File: src/rtl/gpr_sb.sv
// gpr_sb: MIPS32 general-purpose register file.
//   - Two combinational read ports.
//   - Two write ports: port 0 is ALU writeback, port 1 is load/multicycle
//     writeback. Port 1 wins when both ports write the same address.
//   - A per-register busy scoreboard raises a stall for dependent reads.
//   - A sticky error flag records scoreboard protocol violations.
// Optional feature macro: GPR_BYPASS_EN enables same-cycle write-to-read
// forwarding, and stall then ignores busy bits cleared by we1 in that cycle.
module gpr_sb #(
  parameter int             DW      = 32,
  parameter int             AW      = 5,
  parameter logic [DW-1:0]  GP_INIT = 32'h0000_1800,
  parameter logic [DW-1:0]  SP_INIT = 32'h0000_2ffc,
  localparam int            DEPTH   = 2**AW
) (
  input  logic             clk,
  input  logic             clr,
  input  logic [AW-1:0]    rs,
  input  logic [AW-1:0]    rt,
  input  logic             rs_rd,
  input  logic             rt_rd,
  output logic [DW-1:0]    busA,
  output logic [DW-1:0]    busB,
  output logic             eq,
  output logic             stall,
  input  logic             we0,
  input  logic [AW-1:0]    wa0,
  input  logic [DW-1:0]    wd0,
  input  logic             we1,
  input  logic [AW-1:0]    wa1,
  input  logic [DW-1:0]    wd1,
  input  logic             mark,
  input  logic [AW-1:0]    mark_addr,
  output logic [DEPTH-1:0] busy,
  output logic             err
);

  logic [DEPTH-1:0][DW-1:0] regs;
  logic [DEPTH-1:0]         busy_q;
  logic [DEPTH-1:0]         busy_n;
  logic [DEPTH-1:0]         clr_mask;
  logic [DEPTH-1:0]         busy_vis;
  logic                     err_q;
  logic                     err_set;
  logic [DW-1:0]            rd_a;
  logic [DW-1:0]            rd_b;

  // Register storage. Register 0 is never written, so it keeps its reset value of 0.
  // When both ports write the same address, port 1 is assigned last and wins.
  always_ff @(posedge clk or posedge clr) begin
    if (clr) begin
      regs <= '0;
      if (AW >= 5) begin
        regs[AW'(28)] <= GP_INIT;
        regs[AW'(29)] <= SP_INIT;
      end
    end else begin
      if (we0 && wa0 != '0) regs[wa0] <= wd0;
      if (we1 && wa1 != '0) regs[wa1] <= wd1;
    end
  end

  // Scoreboard next state: the we1 clear is applied before the mark set,
  // so a new op issued to the same register keeps it busy.
  always_comb begin
    clr_mask = '0;
    if (we1) clr_mask[wa1] = 1'b1;
    busy_n = busy_q & ~clr_mask;
    if (mark) busy_n[mark_addr] = 1'b1;
    busy_n[0] = 1'b0;
  end

  // Protocol-error detection. Register 0 is excluded from every error term.
  always_comb begin
    err_set = 1'b0;
    if (we0 && wa0 != '0 && busy_q[wa0]) err_set = 1'b1;
    if (mark && mark_addr != '0 && busy_q[mark_addr] &&
        !(we1 && wa1 == mark_addr)) err_set = 1'b1;
    if (we1 && wa1 != '0 && !busy_q[wa1]) err_set = 1'b1;
  end

  // Scoreboard and sticky error state.
  always_ff @(posedge clk or posedge clr) begin
    if (clr) begin
      busy_q <= '0;
      err_q  <= 1'b0;
    end else begin
      busy_q <= busy_n;
      err_q  <= err_q | err_set;
    end
  end

  // Read ports, with optional forwarding. Port 1 is checked last, so it has priority.
  always_comb begin
    rd_a = regs[rs];
    rd_b = regs[rt];
`ifdef GPR_BYPASS_EN
    if (we0 && wa0 == rs) rd_a = wd0;
    if (we1 && wa1 == rs) rd_a = wd1;
    if (we0 && wa0 == rt) rd_b = wd0;
    if (we1 && wa1 == rt) rd_b = wd1;
`endif
    if (rs == '0) rd_a = '0;
    if (rt == '0) rd_b = '0;
  end

  // Busy vector seen by stall. Under forwarding, bits cleared this cycle are
  // hidden, because their data is already available on the read bus.
  always_comb begin
`ifdef GPR_BYPASS_EN
    busy_vis = busy_q & ~clr_mask;
`else
    busy_vis = busy_q;
`endif
  end

  assign busA  = rd_a;
  assign busB  = rd_b;
  assign eq    = (rd_a == rd_b);
  assign stall = (rs_rd & busy_vis[rs]) | (rt_rd & busy_vis[rt]);
  assign busy  = busy_q;
  assign err   = err_q;

endmodule

File: config.mk
export PLATFORM = sky130hd
export DESIGN_NAME = gpr_sb
export DESIGN_NICKNAME = d
export VERILOG_FILES = /design/src/rtl/gpr_sb.sv
export SDC_FILE = /design/constraint.sdc
export NUM_CORES = 2
export LEC_CHECK = 0
export BUFFER_PORTS_ARGS = -buffer_cell sky130_fd_sc_hd__buf_4
export CAP_MARGIN = 10
export CELL_PAD_IN_SITES_DETAIL_PLACEMENT = 1
export CELL_PAD_IN_SITES_GLOBAL_PLACEMENT = 2
export CORE_MARGIN = 8
export CORE_UTILIZATION = 38
export DETAILED_ROUTE_END_ITERATION = 16
export GPL_ROUTABILITY_DRIVEN = 0
export GPL_TIMING_DRIVEN = 0
export PLACE_DENSITY = 0.73
export SETUP_SLACK_MARGIN = 0.3
export SLEW_MARGIN = 10
export SYNTH_ARGS = -nofsm -noshare
export SYNTH_HDL_FRONTEND = slang
export SYNTH_SLANG_ARGS = --single-unit
File: constraint.sdc
create_clock -name clk -period 33 [get_ports clk]
set_input_delay 4.95 -clock clk [delete_from_list [all_inputs] [get_ports clk]]
set_output_delay 4.95 -clock clk [all_outputs]
set_load 0.01 [all_outputs]
# == After elaboration in Yosys (flattened, before gate mapping) ==
# Cells that the tools add are included.
# word_totals
register_bits,1056
output_inout_bits,99
elab_cells,102
# op_classes
magnitude_cmp,8
eq_ne,2
muxes,33
n_bitwise,7
n_reduce_logical,18
# ops
cell,n
$bwmux 1024,2
$mux 1024,2
$bmux 32 s5,2
$demux 32 s5,2
$mux 32,8
$and 32x32->32,1
$eq 32x32->1,1
$not 32->32,1
$or 32x32->32,1
$lt 5x6->1 const B,5
$bmux 1 s5,5
$ge 5x1->1 const B,3
$reduce_bool 5->1,3
$logic_and 1x1->1,11
$demux 1 s5,2
$logic_not 5->1,2
$mux 1,10
$eq 5x5->1,1
$and 1x1->1,2
$logic_not 1->1,2
$or 1x1->1,2

# == Depth between registers and ports, before layout ==
# depth
ltp_word,9
depth_mapped,13
depth_no_buf,8

# == Worst setup path after synthesis ==
# No wires, ideal clock.
# synth_timing
path_kind,input to output
start,in rs[1]
end,out eq
arrival_ps,7612
t_required_ps,28050
slack_ps,20438
cell_stages,11
n_path_buf,4
cell_sequence,buf_2 > buf_2 > buf_2 > buf_1 > mux4_2 > a221oi_1 > a21oi_1 > xor2_1 > nor4_1 > nand4_1 > and4bb_2
# synth_via
elab_chain_len,4
word_cells_on_any_way,5
cone_classes,1 x eq/ne; 3 x mux; 1 x reduce/logical
# synth_rtl
element,line,source
from (decl),18,"input logic [AW-1:0] rs,"
$bmux 32 s5,95,rd_a = regs[rs];
$mux 32 (not written as such),95,
$mux 32 (*),103,if (rs == '0) rd_a = '0;
via busA[22],22,"output logic [DW-1:0] busA,"
$eq 32x32->1 (*),119,assign eq = (rd_a == rd_b);
to (decl),24,"output logic eq,"
# Mark *: on every way through the listed nets, which the timed path passes. The rest lies on a longest branch. The select of a mux whose other input is x is not followed.

# == Worst setup path after layout ==
# layout_timing
start,in rt[1]
end,out eq
# layout_via
elab_chain_len,4
word_cells_on_any_way,5
cone_classes,1 x eq/ne; 3 x mux; 1 x reduce/logical
# layout_rtl
element,line,source
from (decl),19,"input logic [AW-1:0] rt,"
$bmux 32 s5,96,rd_b = regs[rt];
$mux 32 (not written as such),96,
$mux 32 (*),104,if (rt == '0) rd_b = '0;
$eq 32x32->1 (*),119,
# Every way passes the cells marked *; elsewhere a longest branch is shown, timed or not. The select of a mux whose other input is x is not followed.

==> results.md <==
- FF+latch count, synth: approximately 1100
- Mapped Area: 65900 um^2
- DR iter-0 viols: around 8800
- Setup Buffers After CTS: 0
- Failing checks: capacitance limit, slew limit
- Ys async rst share: 100%
- Synth top cells by count: mux2i_1, dfrtp_1, nand2_1
- Final ANT Viol Nets: 0
- Clock Root Buffer: clkbuf_16
- Post-layout utilization of the core: approximately 44%
- Mapped Avg Cell Area: roughly 11 um^2
- Starting density of the core: a little under two fifths
- Synth unique cells: 51
- Drt total wl: between 300000 and 400000 um
- Achievable Freq: 61.5 MHz
- Final Slew Violations: 6
- Clk sinks: 1056
- Worst-path fanout max: 12
- Final cell count without fillers: 9032
- Crit path largest cell delay: 0.99 ns
- Post-Layout Inst Area: 75300 um^2
- RSZ-0062 raised after global routing: false
- Clk_lat worst skew: around 0.83 ns
- Top-count cell post-synth: mux2i_1
- Chip height: about 430 um
- CTS Buf Count: ~130
- I/O Pins: roughly 200
- Family with the most delay on the worst path: buffers and inverters
- Total gr overflow: 0
- Max-cap violations: 1
- HPWL reported at the end of detailed placement: approximately 300000 um
- Global-route wire length before repair: 513000 um
- Share of the synthesized area in the top cell type: 40.1%
- Startpoint Class: input pin
- Number of global-route vias before repair: around 60000
- Post-Syn Nets: approximately 6300
- Drt drc: 0
- GRT Total Usage: 39.9%
- Critical Path RT: about 28 ns
- Crit path arrival time: ~11 ns
- Synth Instances: around 6200
- Leading area contributor after synthesis: dfrtp_1
- Synth area leaders: dfrtp_1, mux2i_1, mux4_2
- Leak pwr: 32.5 nW
- Worst hold path type: reg2reg
- Setup WS pre-CTS: roughly 17 ns
- Final period util: 49.3%
- Setup Viol. Count Final: 0
- Tmin final: around 16 ns
- Site Rows: roughly 150
- # resized after CTS: 0
- Layout cell share with drive strength beyond 1: 16.4%
- Sequential-to-total area share from yosys stat: approximately two fifths
- Cell mode on critical path: buf_2
- IO buf count: between 150 and 200
- DR vias/cell: between 6 and 7
- Ys Warns: 0
- Ys flop type: dfrtp_1
- Placed instance area: between 70000 and 80000 um^2
- Hold Violations, Final: 0
- Nets@finish: roughly 6700
- Setup TNS: 0 ns
- CTS clk-pin slew, worst paths: about 0.06 ns
- DIE WIDTH: ~430 um
- Worst-Margin Slew: 1.52 ns
- Number of flops mapped to enable cells by yosys: 0
- Max_slew headroom: -1.34%
- Worst Clk Skew: ~0.019 ns
- Bufs on Longest Clock Path: 3
- Final worst slack: roughly 17 ns
- Hold Buf Count CTS: 0
- Buffers & Inverters on Critical Path: 7
- Dpl cells: around 9000
- Crit path max-delay cell type: a31oi_1
- Critical Path End Type: primary output
- Via Count: about 61000
- Area of the core: 172000 um^2
- CTS tree: built
- CP Class: in2out
- Die area: between 150000 and 200000 um^2
- PD cells: ~65 nW/um^2
- H-tree depth reported by CTS: 4
- Run status: finished with violations
- Largest net degree at the start of global routing: 37
- Crit path cell chain: buf_2 -> buf_4 -> buf_4 -> buf_2 -> buf_2 -> buf_2 -> mux4_2 -> a22oi_1 -> a31oi_1 -> xor2_1 -> nor3_1 -> and4bb_2 -> buf_4
- Synth-to-Final Area Change: 14.4%
- Fillers: roughly 19000
- Initial antenna violation count: 23
- DR WL/cell: around 42 um
- Peak supply drop: 45.6 uV
- First drt pass iteration count: 6
## through the flow
step / hold WS [ns] / total power [W]
finish: 0.455 / 0.00488
global route: 0.476 / 0.00499
CTS: 0.459 / 0.00479
detailed placement: 0.446 / 0.00328
global placement: 0.439 / 0.00320
floorplan: 0.428 / 0.00269
## metal layers
layer | vias up | track usage, % | share of wire [%]
li1 | 23466 | - | -
met1 | 31616 | 50.8 | 38
met2 | 4254 | 54.3 | 40
met3 | 1161 | 15.8 | 12
met4 | 14 | 29.3 | 9.0
met5 | - | 0 | 0.024
## cell type report
class                      instances  area (um^2)  area share [%]
clock inverter                    35          335           0.445
sequential                      1056        26400            35.1
tap                             2310         2890            3.84
timing repair buffer             219         2120            2.81
buffer                           758         3170            4.21
antenna                           23         57.6          0.0764
clock buffer                     208         4010            5.32
multi-input combinational       4407        36200            48.1
inverter                          16         63.8          0.0847
## flip-flops by register name, indices dropped and copies added, names as in the netlist
register,cells
regs,1024
busy,31
err,1
## power by group
| part | total (W) | internal, W | switching [W] |
|---|---|---|---|
| Sequential | 0.00200 | 0.00163 | 0.000375 |
| Clock | 0.00152 | 0.000867 | 0.000656 |
| Combinational | 0.00135 | 0.000621 | 0.000732 |
| Total | 0.00488 | 0.00312 | 0.00176 |
## worst paths after layout
kind	startpoint	end	slack (ns)	depth (start not counted)
setup / recovery	rt[1]	eq	16.74	13
max in group asynchronous	clr	regs[913]$_DFF_PP0_	26.72	8
min in group asynchronous	clr	regs[159]$_DFF_PP0_	4.27	2
hold / removal	regs[8]$_DFF_PP0_	regs[8]$_DFF_PP0_	0.46	1
hold reg to reg	regs[8]$_DFF_PP0_	regs[8]$_DFF_PP0_	0.46	1
setup reg to reg	busy[11]$_DFF_PP0_	err$_DFF_PP0_	30.64	5
## logic make-up (layout without fill, tap and decap cells)
logic type                count (synthesis)  after routing  share of synthesized area [%]
AOI/OAI and AO/OA                      1347           1347                           11.6
buffers and inverters                   774           1236                           4.87
other                                     1             24                        0.00569
and+or+nand+nor                        1362           1362                           8.29
DFF                                    1056           1056                           40.1
xor gates and xnor gates                 35             35                          0.465
muxes                                  1662           1662                           34.6
## cell usage in the layout, fill, tap and decap left out, drive strengths merged, types with 3 or more instances in the layout
master,Yosys,routed
buf,211,428
nand2,664,664
clkbuf,547,757
nand3b,6,6
or2,4,4
inv,16,23
or3,3,3
a22o,35,35
nor2b,17,17
nor4,5,5
dfrtp,1056,1056
clkinvlp,0,4
bufinv,0,4
a21oi,533,533
o32a,14,14
nand2b,4,4
and4,12,12
nor3b,6,6
xor2,18,18
xnor2,17,17
nand4,4,4
nor2,563,563
a31oi,7,7
or3b,4,4
and3,6,6
a221oi,54,54
clkinv,0,20
and2,7,7
mux4,488,488
diode,0,23
and3b,4,4
mux2,34,34
nor3,8,8
o211a,14,14
mux2i,1140,1140
o21ai,526,526
o22a,15,15
a22oi,110,110
nand3,42,42
o211ai,29,29
(Power assumes the default switching activity.)
